File: config.mk
export PLATFORM = sky130hd
export DESIGN_NAME = mini_alu_seq
export DESIGN_NICKNAME = d
export VERILOG_FILES = /design/src/rtl/mini_alu_pkg.sv /design/src/rtl/alu_iter_unit.sv /design/src/rtl/mini_alu_seq.sv
export SDC_FILE = /design/constraint.sdc
export NUM_CORES = 1
export LEC_CHECK = 0
export ABC_AREA = 1
export BUFFER_PORTS_ARGS = -buffer_cell sky130_fd_sc_hd__buf_2
export CORE_AREA = 10 10 203 157
export CTS_CLUSTER_DIAMETER = 40
export CTS_CLUSTER_SIZE = 25
export DETAILED_ROUTE_END_ITERATION = 7
export DIE_AREA = 0 0 213 167
export PLACE_DENSITY = 0.48
export SLEW_MARGIN = 20
export SYNTH_ARGS = -nofsm -noshare
export SYNTH_HDL_FRONTEND = slang
export SYNTH_SLANG_ARGS = --single-unit
File: constraint.sdc
create_clock -name clk -period 3.73 [get_ports clk]
set_input_delay 0.1865 -clock clk [delete_from_list [all_inputs] [get_ports clk]]
set_output_delay 0.1865 -clock clk [all_outputs]
set_load 0.02 [all_outputs]
File: src/rtl/mini_alu_pkg.sv
// Shared types and constants for the mini-ALU sequential core.
//   op_t        : opcode encoding driven on the op input
//   state_t     : control FSM states (also visible on the dbg_state output)
//   DISPLAY_MAX : largest value the six-digit decimal display can show
//   needs_calc  : true when an operation goes through the iterative datapath
package mini_alu_pkg;

   typedef enum logic [1:0] {
      OP_ADD = 2'b00,
      OP_SUB = 2'b01,
      OP_MUL = 2'b10,
      OP_DIV = 2'b11
   } op_t;

   typedef enum logic [1:0] {
      IDLE = 2'b00,
      CALC = 2'b01,
      EXEC = 2'b10
   } state_t;

   localparam int unsigned DISPLAY_MAX = 999_999;

   // Multiply always iterates; divide iterates unless the divisor is zero,
   // in which case the answer is known immediately.
   function automatic logic needs_calc(input op_t op_code, input logic b_is_zero);
      return (op_code == OP_MUL) || ((op_code == OP_DIV) && !b_is_zero);
   endfunction

endpackage

File: src/rtl/alu_iter_unit.sv
// Shared iterative datapath: shift-add multiplier and restoring divider.
// Ports:
//   clk, rst  : clock, asynchronous active-high reset
//   load      : loads operands, latches mode and sets the counter to WIDTH
//   div_mode  : 0 = multiply a*b, 1 = divide a/b (sampled with load)
//   a, b      : unsigned operands (sampled with load)
//   count     : remaining iterations; one iteration per cycle while nonzero
//   value     : product (multiply) or zero-extended quotient (divide)
module alu_iter_unit #(
   parameter int WIDTH = 10,
   localparam int CW = $clog2(WIDTH + 1),
   localparam int RW = 2 * WIDTH
) (
   input  logic             clk,
   input  logic             rst,
   input  logic             load,
   input  logic             div_mode,
   input  logic [WIDTH-1:0] a,
   input  logic [WIDTH-1:0] b,
   output logic [CW-1:0]    count,
   output logic [RW-1:0]    value
);

   // acc  : product accumulator (mul) / partial remainder (div)
   // opnd : left-shifting multiplicand (mul) / divisor in low bits (div)
   // sreg : right-shifting multiplier (mul) / dividend shifting out while
   //        quotient bits shift in from the bottom (div)
   logic [RW-1:0]    acc;
   logic [RW-1:0]    opnd;
   logic [WIDTH-1:0] sreg;
   logic [CW-1:0]    cnt;
   logic             mode_q;

   logic [WIDTH:0]   div_shifted;
   logic [WIDTH:0]   div_divisor;
   logic [WIDTH:0]   div_diff;
   logic             q_bit;
   logic [RW-1:0]    div_acc_next;
   logic [RW-1:0]    mul_addend;

   // Restoring step: bring the next dividend bit into the remainder and
   // subtract the divisor only if it fits.
   always_comb begin
      div_shifted  = {acc[WIDTH-1:0], sreg[WIDTH-1]};
      div_divisor  = {1'b0, opnd[WIDTH-1:0]};
      div_diff     = div_shifted - div_divisor;
      q_bit        = (div_shifted >= div_divisor);
      div_acc_next = q_bit ? {{(WIDTH-1){1'b0}}, div_diff}
                           : {{(WIDTH-1){1'b0}}, div_shifted};
      mul_addend   = sreg[0] ? opnd : '0;
   end

   always_ff @(posedge clk or posedge rst) begin
      if (rst) begin
         acc    <= '0;
         opnd   <= '0;
         sreg   <= '0;
         cnt    <= '0;
         mode_q <= 1'b0;
      end else if (load) begin
         mode_q <= div_mode;
         cnt    <= CW'(WIDTH);
         acc    <= '0;
         if (div_mode) begin
            opnd <= {{WIDTH{1'b0}}, b};
            sreg <= a;
         end else begin
            opnd <= {{WIDTH{1'b0}}, a};
            sreg <= b;
         end
      end else if (cnt != '0) begin
         cnt <= cnt - CW'(1);
         if (mode_q) begin
            acc  <= div_acc_next;
            sreg <= {sreg[WIDTH-2:0], q_bit};
         end else begin
            acc  <= acc + mul_addend;
            opnd <= opnd << 1;
            sreg <= sreg >> 1;
         end
      end
   end

   assign count = cnt;
   assign value = mode_q ? {{WIDTH{1'b0}}, sreg} : acc;

endmodule

File: src/rtl/mini_alu_seq.sv
// Sequential arithmetic core: add, subtract, multiply, divide on a start pulse.
// Ports:
//   clk, rst   : clock, asynchronous active-high reset
//   a, b, op   : operands and opcode, captured on an accepted start
//   start      : request pulse; accepted only when idle, otherwise dropped
//   busy       : operation in progress (accept edge up to write-back edge)
//   done       : one-cycle pulse following the write-back edge
//   result     : last completed result (feeds the decimal display unchanged)
//   negative   : last subtract had b > a
//   overflow   : last result exceeds DISPLAY_MAX
//   div_err    : last divide had b == 0
//   dbg_state  : current FSM state, for observation only
//
// Handshake: start is a single-cycle pulse with no back-pressure; it is
// honoured only while the FSM is in IDLE (busy low, which includes the done
// cycle). result and flags change only on the edge that raises done.
module mini_alu_seq
   import mini_alu_pkg::*;
#(
   parameter int WIDTH = 10
) (
   input  logic               clk,
   input  logic               rst,
   input  logic [WIDTH-1:0]   a,
   input  logic [WIDTH-1:0]   b,
   input  logic [1:0]         op,
   input  logic               start,
   output logic               busy,
   output logic               done,
   output logic [2*WIDTH-1:0] result,
   output logic               negative,
   output logic               overflow,
   output logic               div_err,
   output state_t             dbg_state
);

   localparam int RW = 2 * WIDTH;
   localparam int CW = $clog2(WIDTH + 1);

   state_t           state;
   state_t           next_state;
   op_t              op_q;
   logic [WIDTH-1:0] a_q;
   logic [WIDTH-1:0] b_q;
   logic             accept;
   logic             load_iter;
   logic [CW-1:0]    iter_count;
   logic [RW-1:0]    iter_value;

   logic [RW-1:0]    wb_result;
   logic             wb_neg;
   logic             wb_ovf;
   logic             wb_derr;

   alu_iter_unit #(
      .WIDTH (WIDTH)
   ) u_iter (
      .clk      (clk),
      .rst      (rst),
      .load     (load_iter),
      .div_mode (op == OP_DIV),
      .a        (a),
      .b        (b),
      .count    (iter_count),
      .value    (iter_value)
   );

   always_ff @(posedge clk or posedge rst) begin
      if (rst) state <= IDLE;
      else     state <= next_state;
   end

   // The CALC exit fires on the edge of the final iteration (count == 1),
   // so the iterative result is ready when EXEC writes it back one edge later.
   always_comb begin
      next_state = state;
      load_iter  = 1'b0;
      accept     = 1'b0;
      unique case (state)
         IDLE: begin
            if (start) begin
               accept = 1'b1;
               if (needs_calc(op_t'(op), (b == '0))) begin
                  next_state = CALC;
                  load_iter  = 1'b1;
               end else begin
                  next_state = EXEC;
               end
            end
         end
         CALC: begin
            if (iter_count == CW'(1)) next_state = EXEC;
         end
         EXEC: next_state = IDLE;
         default: next_state = IDLE;
      endcase
   end

   // Write-back values; flags that do not apply to the opcode stay 0.
   always_comb begin
      wb_result = '0;
      wb_neg    = 1'b0;
      wb_derr   = 1'b0;
      unique case (op_q)
         OP_ADD: wb_result = {{WIDTH{1'b0}}, a_q} + {{WIDTH{1'b0}}, b_q};
         OP_SUB: begin
            if (b_q > a_q) begin
               wb_neg    = 1'b1;
               wb_result = {{WIDTH{1'b0}}, b_q - a_q};
            end else begin
               wb_result = {{WIDTH{1'b0}}, a_q - b_q};
            end
         end
         OP_MUL: wb_result = iter_value;
         OP_DIV: begin
            if (b_q == '0) wb_derr = 1'b1;
            else           wb_result = iter_value;
         end
         default: wb_result = '0;
      endcase
      wb_ovf = (64'(wb_result) > 64'(DISPLAY_MAX));
   end

   always_ff @(posedge clk or posedge rst) begin
      if (rst) begin
         op_q     <= OP_ADD;
         a_q      <= '0;
         b_q      <= '0;
         done     <= 1'b0;
         result   <= '0;
         negative <= 1'b0;
         overflow <= 1'b0;
         div_err  <= 1'b0;
      end else begin
         done <= (state == EXEC);
         if (accept) begin
            op_q <= op_t'(op);
            a_q  <= a;
            b_q  <= b;
         end
         if (state == EXEC) begin
            result   <= wb_result;
            negative <= wb_neg;
            overflow <= wb_ovf;
            div_err  <= wb_derr;
         end
      end
   end

   assign busy      = (state != IDLE);
   assign dbg_state = state;

endmodule

==> results.py, run 1 <==
metrics = {
    "grt": {
        "grt_start_max_net_pins": 56,
        "grt.total_usage_pct": 15.4,
        "overflow": 0,
        "grt_pass1_vias": 7231,
        "antenna_found_initial": 0,
        "grt_pass1_wl_mm": 42.8,
    },
    "sta": {
        "setup_ws_ps": 859,
        "fin_setup_tns_ps": 0,
        "whs_ps": 63.6,
        "worst_pin_slew_ps": 923,
        "hold_violations": 0,
        "fin_skew_ps": 6.59,
        "slew_violations": 0,
        "slew_headroom_pct": 38.3,
        "final-setup-viol-count": 0,
        "fmax_mhz": 348,
        "min_period_over_period_pct": 77.0,
        "rsz0062_at_grt": "no",
        "fin_crit_ps": 2870,
    },
    "setup_path": {
        "cp_max_fo": 14,
        "criticalPathCategory": "flop to flop",
        "slowest_delay_ps": 670,
        "worstReg2RegEnd": "overflow",
        "crit_chain": "inv_1, ha_1, nand2_1, nor2_2, nand3_1, nand3_2, nand2_4, inv_1, nand3_1, nand3_1, nand2_1, nand2_1, nand2_1, nand3_1, nand2_1, nand2_1, nand2_1",
        "r2r_setup_slack_ps": 860,
        "rr_worst_depth": 17,
        "start_kind": "flop",
        "crit_arrival_ps": 3130,
        "cp-end-kind": "flop",
        "r2r_start": "a_q[6]",
        "slowest_stage": "ha_1",
        "cpMostUsedCell": "nand2_1",
        "critPathRequiredTime_ps": 3990,
    },
    "logic_synthesis": {
        "ys_top_cells_by_count": "nand2_1 (335), inv_1 (168), dfrtp_1 (103), o21ai_0 (103), nand3_1 (83)",
        "synthFlopType": "dfrtp_1",
        "synth_edf_count": 0,
        "synth-async-reset-ratio_pct": 100,
        "synth_area_leaders": "dfrtp_1 (31%), nand2_1 (15%), ha_1 (9.3%), inv_1 (7.6%), o21ai_0 (6.3%)",
        "ys_seq_area_share_pct": 31.3,
        "synth_area_mm2": 0.00825,
        "yosys_warnings": 0,
        "synth_area_per_cell_um2": 6.94,
        "yosysMostFrequentCell": "nand2_1",
        "synthCells": 1188,
        "synth_cell_types": 51,
        "synth_seq_cells": 103,
        "synth.top_cell.area_share_pct": 31.3,
        "synth_top_cell_by_area": "dfrtp_1",
        "syn_nets": 1279,
    },
    "floorplan": {
        "ioPinCount": 52,
        "num_rows": 53,
        "dieWidth_um": 213,
        "die_area_mm2": 0.0356,
        "die_y_um": 167,
        "start_util_pct": 29.7,
        "coreArea_mm2": 0.0278,
    },
    "final_layout": {
        "final_cells": 1584,
        "drive_gt1_share_pct": 9.70,
        "nFillCells": 3060,
        "area_growth_pct": 10.5,
        "num_antenna_cells": 0,
        "finalNetCount": 1313,
        "fin_area_mm2": 0.00912,
    },
    "power_and_ir_drop": {
        "power.density_mw_per_mm2": 1070,
        "leakagePower_nw": 4.75,
        "vdd_drop_max_uv": 276,
    },
    "min_path": {
        "hp-start": "a[4]",
        "hold_depth": 3,
        "hold_class": "primary input to flop",
        "holdPathEnd": "a_q[4]",
    },
    "clocking": {
        "clk_pin_slew_worst_paths_ps": 80,
        "cts_buffers": 9,
        "htreeDepth": 3,
        "tritoncts": "built",
        "cts_root_buf": "clkbuf_16",
        "cts_buffer_depth": 2,
        "cts_sinks": 103,
        "clkLatencyLatePin_ps": 370,
    },
    "drt": {
        "routed_via_density": 4.93,
        "postRouteWirelength_mm": 27.4,
        "wl_per_cell_um": 17.3,
        "drc": 0,
        "ant_nets": 0,
        "via_count": 7806,
        "detail_route.first_pass.iterations": 5,
        "drtIter0Drc": 687,
    },
    "status": {
        "status": "finished clean",
    },
    "placed_design": {
        "dp.cells": 1567,
        "placed_area_mm2": 0.00880,
        "place_ws_ps": 947,
        "place.gp.congestion": 0.921,
        "port_buffers": 51,
        "hpwl_mm": 22.1,
    },
    "job": {
        "drv_cap": 0,
    },
}
power breakdown:
| part | leakage (nW) | internal [mW] | switching (mW) |
|---|---|---|---|
| registers | 1.31 | 1.61 | 0.564 |
| clock network | 0.149 | 0.535 | 0.489 |
| logic | 3.30 | 2.16 | 4.44 |
worst max-delay path, delay by kind of cell, from the launching register on:
kind	cells	cell delay, ps
and+or+nand+nor	14	1440
adders and majority gates	1	670
DFF	1	380
buffers and inverters	2	270
worst max-delay path by stage:
| stage | startpoint | endpoint | slack [ps] |
|---|---|---|---|
| after detailed placement | a_q[6] | overflow | 950 |
| after floorplan | rst | a_q[0] | 840 |
| after global placement | u_iter.sreg[0] | u_iter.acc[14] | 940 |
| final | a_q[6] | overflow | 860 |
| after CTS | u_iter.sreg[0] | u_iter.acc[14] | 920 |
| after global routing | u_iter.sreg[0] | u_iter.acc[14] | 550 |
state kept, by name (all words and copies together) (netlist names), 2 cells and up:
signal,flops
u_iter.sreg,10
u_iter.count,4
dbg_state,2
u_iter.acc,20
u_iter.opnd,20
op_q,2
result,20
b_q,10
a_q,10
what timing repair did:
action | 4_1_cts | 5_1_grt
gates resized for setup | 0 | 0
hold buffers | 1 | 0
hold endpoints to repair | 53 | 0
buffers inserted | 0 | 0
layout make-up:
class	count	area, um^2	area share (%)
Inverter	176	663	7.27
Sequential cell	103	2580	28.3
Tap cell	357	447	4.90
Clock inverter	7	83.8	0.919
Timing Repair Buffer	61	333	3.65
Clock buffer	9	225	2.47
Multi-Input combinational cell	871	4790	52.5
cells by family after synthesis:
logic type / share of synthesized area [%]
mux: 0.137
flops: 31.2
compound gates: 17.6
simple gates: 28.2
fa+ha+maj: 10.5
xor+xnor: 1.59
buf+inv: 10.7
metrics by stage:
step	utilization, %	total power [mW]
2_1_floorplan	-	6.99
3_3_place_gp	31.7	8.71
3_5_place_dp	31.7	8.69
4_1_cts	32.8	9.76
5_1_grt	32.8	10.8
6_report	32.8	9.80
metal layers:
layer | vias up | share of wire (%) | global-route usage [%]
li1 | 3972 | - | -
met1 | 3613 | 58 | 25.8
met2 | 207 | 36 | 18.6
met3 | 14 | 6.2 | 3.47
met4 | 0 | 0.63 | 2.42
met5 | - | 0 | 0
placed cells by master (no fill, tap or decap), drive strengths merged, types with 2 or more instances in the layout:
master	n
or2	6
nor2	61
buf	60
o22ai	13
nand3b	2
o21ai	117
inv	178
xnor2	3
nand4	11
clkbuf	9
a221oi	7
o31ai	3
o211ai	19
and3	2
a22oi	2
a21boi	4
ha	61
fa	5
nand3	89
clkinv	3
o21bai	3
xor2	12
a21oi	74
dfrtp	103
a31oi	2
o221ai	2
nor4	6
nor3	10
a21o	2
nand2	347
Note: power is estimated with default switching activity, not from simulation.
==> run 2, diff against run 1 <==
--- a/config.mk
+++ b/config.mk
@@ -12,7 +12,7 @@
 export CTS_CLUSTER_SIZE = 25
 export DETAILED_ROUTE_END_ITERATION = 7
 export DIE_AREA = 0 0 213 167
-export PLACE_DENSITY = 0.48
+export PLACE_DENSITY = 0.49
 export SLEW_MARGIN = 20
 export SYNTH_ARGS = -nofsm -noshare
 export SYNTH_HDL_FRONTEND = slang
==> constraint.sdc (replaced) <==
create_clock -name clk -period 2.45 [get_ports clk]
set_input_delay 0.1225 -clock clk [delete_from_list [all_inputs] [get_ports clk]]
set_output_delay 0.1225 -clock clk [all_outputs]
set_load 0.02 [all_outputs]
==> results.py, run 2 (synthesized netlist as in run 1, its figures left out) <==
metrics = {
    "grt": {
        "grt_pass1_wl_mm": 44.8,
        "grt_pass1_vias": 7668,
        "antenna_found_initial": 0,
        "overflow": 0,
        "grt_start_max_net_pins": 84,
        "grt.total_usage_pct": 16.0,
    },
    "sta": {
        "slew_headroom_pct": 49.2,
        "fin_setup_tns_ps": 0,
        "fin_skew_ps": 7.18,
        "final-setup-viol-count": 0,
        "worst_pin_slew_ps": 760,
        "hold_violations": 0,
        "slew_violations": 0,
        "rsz0062_at_grt": "yes",
        "fmax_mhz": 426,
        "setup_ws_ps": 102,
        "min_period_over_period_pct": 95.8,
        "fin_crit_ps": 2350,
    },
    "final_layout": {
        "fin_area_mm2": 0.0102,
        "layout_commonest_cell": "nand2_1",
        "finalNetCount": 1407,
        "drive_gt1_share_pct": 20.5,
        "reg_top3": "result (20), u_iter.acc (20), u_iter.opnd (20)",
        "mostFrequentLayoutCells": "nand2_1 (329), inv_1 (161), dfrtp_1 (101)",
        "num_antenna_cells": 0,
        "area_growth_pct": 23.2,
    },
    "setup_path": {
        "startpoint": "u_iter.sreg[0]",
        "crit_family": "simple AND/OR/NAND/NOR gates",
        "crit_arrival_ps": 2590,
        "r2r_setup_slack_ps": 100,
        "rr_worst_depth": 13,
        "crit_chain": "buf_12, buf_4, nand2_1, inv_1, ha_1, nand2_2, nor2_1, and2_1, o21ai_1, nand3_1, or2_2, nand3_1, o21ai_0",
        "cpMostUsedCell": "nand3_1",
        "start_kind": "flop",
        "critPathBufInv": 3,
        "critPathRequiredTime_ps": 2690,
        "slowest_stage": "dfrtp_1",
        "worstReg2RegEnd": "u_iter.acc[19]",
        "slowest_delay_ps": 410,
        "cp_max_fo": 12,
        "cp-end-kind": "flop",
        "r2r_start": "u_iter.sreg[0]",
        "criticalPathCategory": "flop to flop",
    },
    "drt": {
        "via_count": 8329,
        "detail_route.first_pass.iterations": 6,
        "drtIter0Drc": 694,
        "wl_per_cell_um": 17.1,
        "ant_nets": 0,
        "postRouteWirelength_mm": 28.7,
        "drc": 0,
        "routed_via_density": 4.96,
    },
    "floorplan": {
        "start_util_pct": 29.7,
        "coreArea_mm2": 0.0278,
        "die_area_mm2": 0.0356,
        "dieWidth_um": 213,
        "num_rows": 53,
        "die_y_um": 167,
        "ioPinCount": 52,
    },
    "placed_design": {
        "place_ws_ps": -22.0,
        "placed_area_mm2": 0.00948,
        "place.gp.congestion": 0.938,
        "port_buffers": 51,
        "hpwl_mm": 23.2,
    },
    "clocking": {
        "cts_root_buf": "clkbuf_16",
        "cts_sinks": 103,
        "cts_buffers": 9,
        "tritoncts": "built",
        "clk_pin_slew_worst_paths_ps": 80,
        "htreeDepth": 3,
        "cts_buffer_depth": 2,
        "clkLatencyLatePin_ps": 360,
    },
    "status": {
        "status": "finished clean",
    },
    "min_path": {
        "holdPathEnd": "b_q[8]",
        "hold_depth": 3,
        "hold_class": "primary input to flop",
        "hp-start": "b[8]",
    },
    "job": {
        "drv_cap": 0,
    },
}
run 2: changes by cell type in the layout (fill, tap and decap cells not counted), sizes merged:
cell,before,now
buf,60,153
clkinvlp,1,5
inv,178,175
bufinv,1,0
nand2,347,348
run 2: metrics by stage:
stage | utilization (%) | std cells | hold WS, ps
after floorplan | - | 1188 | 239
after global placement | 34.1 | 1652 | 247
after detailed placement | 34.1 | 1652 | 248
after CTS | 35.2 | 1669 | 4.92
after global routing | 36.6 | 1678 | 17.0
final | 36.6 | 1678 | 16.4
run 2: worst max-delay path by stage:
stage                     end  slack [ps]  cells past startpoint
2_1_floorplan   u_iter.acc[8]         270                     10
3_3_place_gp         overflow         -50                     15
3_5_place_dp         overflow         -20                     15
4_1_cts        u_iter.opnd[7]          30                      7
5_1_grt              overflow         -50                     18
6_report       u_iter.acc[19]         100                     13
run 2: cell type report:
| class | instances | area (um^2) |
|---|---|---|
| fill | 2966 | 17600 |
| multi-input combinational | 872 | 5120 |
| sequential | 103 | 2580 |
| timing repair buffer | 154 | 1070 |
| inverter | 176 | 668 |
| tap | 357 | 447 |
| clock buffer | 9 | 225 |
| clock inverter | 7 | 56.3 |
run 2: worst reg2reg max path, stage by stage (launching register included):
cell	delay, ps
dfrtp_1	410
buf_12	160
buf_4	160
nand2_1	60
inv_1	40
ha_1	340
nand2_2	150
nor2_1	70
and2_1	180
o21ai_1	120
nand3_1	120
or2_2	280
nand3_1	60
o21ai_0	80
run 2: metal layers:
metal / routed length, um / global-route usage [%]
met3: 2270 / 4.31
met4: 153 / 2.14
met2: 10400 / 19.5
met5: 0 / 0
met1: 15900 / 26.3
run 2: repair_timing:
item | in CTS | in global routing
setup buffers | 0 | 8
endpoints found under the setup margin | 2 | 21
gates resized for setup | 2 | 70
endpoints found under the hold margin | 103 | 0
pin swaps | 0 | 15
hold buffers | 1 | 0
gates cloned | 0 | 1
Power of run 2 is left out: the tool's default activity adds up to more than one toggle a clock period on the data nets, which glitch-free logic cannot reach.
==> run 3, diff against run 2 <==
--- a/config.mk
+++ b/config.mk
@@ -6,13 +6,15 @@
 export NUM_CORES = 1
 export LEC_CHECK = 0
 export ABC_AREA = 1
+export ABC_CLOCK_PERIOD_IN_PS = 2450
 export BUFFER_PORTS_ARGS = -buffer_cell sky130_fd_sc_hd__buf_2
-export CORE_AREA = 10 10 203 157
+export CAP_MARGIN = 20
+export CORE_AREA = 10 10 153 120
 export CTS_CLUSTER_DIAMETER = 40
 export CTS_CLUSTER_SIZE = 25
 export DETAILED_ROUTE_END_ITERATION = 7
-export DIE_AREA = 0 0 213 167
-export PLACE_DENSITY = 0.49
+export DIE_AREA = 0 0 163 130
+export PLACE_DENSITY = 0.78
 export SLEW_MARGIN = 20
 export SYNTH_ARGS = -nofsm -noshare
 export SYNTH_HDL_FRONTEND = slang
==> results.py, run 3 (synthesized netlist as in run 1, its figures left out) <==
metrics = {
    "status": {
        "status": "finished clean",
    },
    "min_path": {
        "hold_depth": 3,
        "holdPathEnd": "a_q[5]",
        "hold_class": "primary input to flop",
        "hp-start": "a[5]",
    },
    "sta": {
        "fin_crit_ps": 2340,
        "worst_pin_slew_ps": 893,
        "fin_setup_tns_ps": 0,
        "final-setup-viol-count": 0,
        "hold_violations": 0,
        "fmax_mhz": 428,
        "whs_ps": 7.84,
        "slew_violations": 0,
        "rsz0062_at_grt": "yes",
        "fin_skew_ps": 5.57,
        "slew_headroom_pct": 40.3,
        "min_period_over_period_pct": 95.4,
    },
    "clocking": {
        "clkLatencyLatePin_ps": 360,
        "clk_pin_slew_worst_paths_ps": 70,
        "cts_buffer_depth": 2,
        "cts_sinks": 103,
        "cts_buffers": 9,
        "cts_root_buf": "clkbuf_16",
        "htreeDepth": 3,
        "tritoncts": "built",
    },
    "grt": {
        "antenna_found_initial": 0,
        "overflow": 0,
        "grt_pass1_wl_mm": 39.2,
        "grt_start_max_net_pins": 44,
        "grt.total_usage_pct": 23.1,
        "grt_pass1_vias": 7490,
    },
    "setup_path": {
        "r2r_start": "b_q[0]",
        "r2r_setup_slack_ps": 110,
        "crit_arrival_ps": 2590,
        "cp-end-kind": "flop",
        "rr_worst_depth": 14,
        "start_kind": "flop",
        "critPathRequiredTime_ps": 2700,
        "worstReg2RegEnd": "overflow",
        "criticalPathCategory": "flop to flop",
        "cp_max_fo": 5,
    },
    "floorplan": {
        "die_area_mm2": 0.0212,
        "num_rows": 40,
        "ioPinCount": 52,
        "start_util_pct": 53.2,
        "coreArea_mm2": 0.0155,
        "dieWidth_um": 163,
        "die_y_um": 130,
    },
    "placed_design": {
        "hpwl_mm": 20.1,
        "place.gp.congestion": 1.01,
        "dp.cells": 1460,
        "port_buffers": 51,
    },
    "job": {
        "drv_cap": 0,
    },
    "drt": {
        "via_count": 8402,
        "drc": 0,
        "wl_per_cell_um": 16.9,
        "postRouteWirelength_mm": 25.1,
        "drtIter0Drc": 923,
        "detail_route.first_pass.iterations": 5,
        "ant_nets": 0,
        "routed_via_density": 5.64,
    },
    "final_layout": {
        "nFillCells": 1449,
        "num_antenna_cells": 0,
        "final_cells": 1490,
        "mostFrequentLayoutCells": "nand2_1 (328), inv_1 (163), dfrtp_1 (102)",
        "layout_commonest_cell": "nand2_1",
        "area_growth_pct": 16.4,
        "reg_top3": "result (20), u_iter.acc (20), u_iter.opnd (20)",
        "drive_gt1_share_pct": 17.3,
        "fin_util_pct": 61.9,
        "finalNetCount": 1366,
    },
}
==> run 3: metrics by stage <==
stage	area (um^2)	setup slack [ps]
finish	9600	114
global route	9600	-13.4
CTS	9240	9.46
global placement	8940	11.3
detailed placement	8940	-55.8
floorplan	8250	268
==> run 3: per-layer routing <==
layer / global-route usage [%] / wire length, um / vias to the layer above
met5: 0 / 0 / -
met4: 3.76 / 204 / 0
met3: 8.47 / 3040 / 20
met2: 30.6 / 9790 / 392
met1: 35.0 / 12100 / 3914
li1: - / - / 4076
==> run 3: how the worst max path moves through the flow <==
stage | startpoint | to | depth (start not counted)
6_report | b_q[0] | overflow | 14
5_1_grt | u_iter.sreg[0] | u_iter.acc[15] | 15
4_1_cts | a_q[3] | overflow | 17
3_5_place_dp | b_q[0] | overflow | 17
3_3_place_gp | b_q[0] | result[3] | 13
2_1_floorplan | u_iter.sreg[0] | u_iter.acc[8] | 10
==> run 3: repair_timing <==
action | CTS | global route
hold buffers | 1 | 0
pin swaps | 1 | 10
resized for setup | 1 | 66
buffers inserted | 2 | 10
endpoints found under the hold margin | 27 | 0
endpoints found under the setup margin | 4 | 25
cloned | 0 | 1
==> run 3: final cells by class <==
cell class	instances	area [um^2]	area share, %
Clock inverter	7	48.8	0.508
Multi-Input combinational cell	872	5070	52.8
Sequential cell	103	2580	26.9
Inverter	176	664	6.92
Tap cell	210	263	2.74
Clock buffer	9	225	2.35
Timing Repair Buffer	113	748	7.79
==> run 3: critical path, stage by stage, from the launching register on <==
cell,delay [ps]
dfrtp_1,420
buf_4,140
ha_1,210
inv_1,70
fa_2,390
nor3_1,290
o21ai_0,140
nand3_1,100
nand3_2,100
nor2_1,120
nand2_1,50
nand3_1,60
nand2_1,50
nand2_1,50
nand2_1,40
Power of run 3 is left out for the same reason.
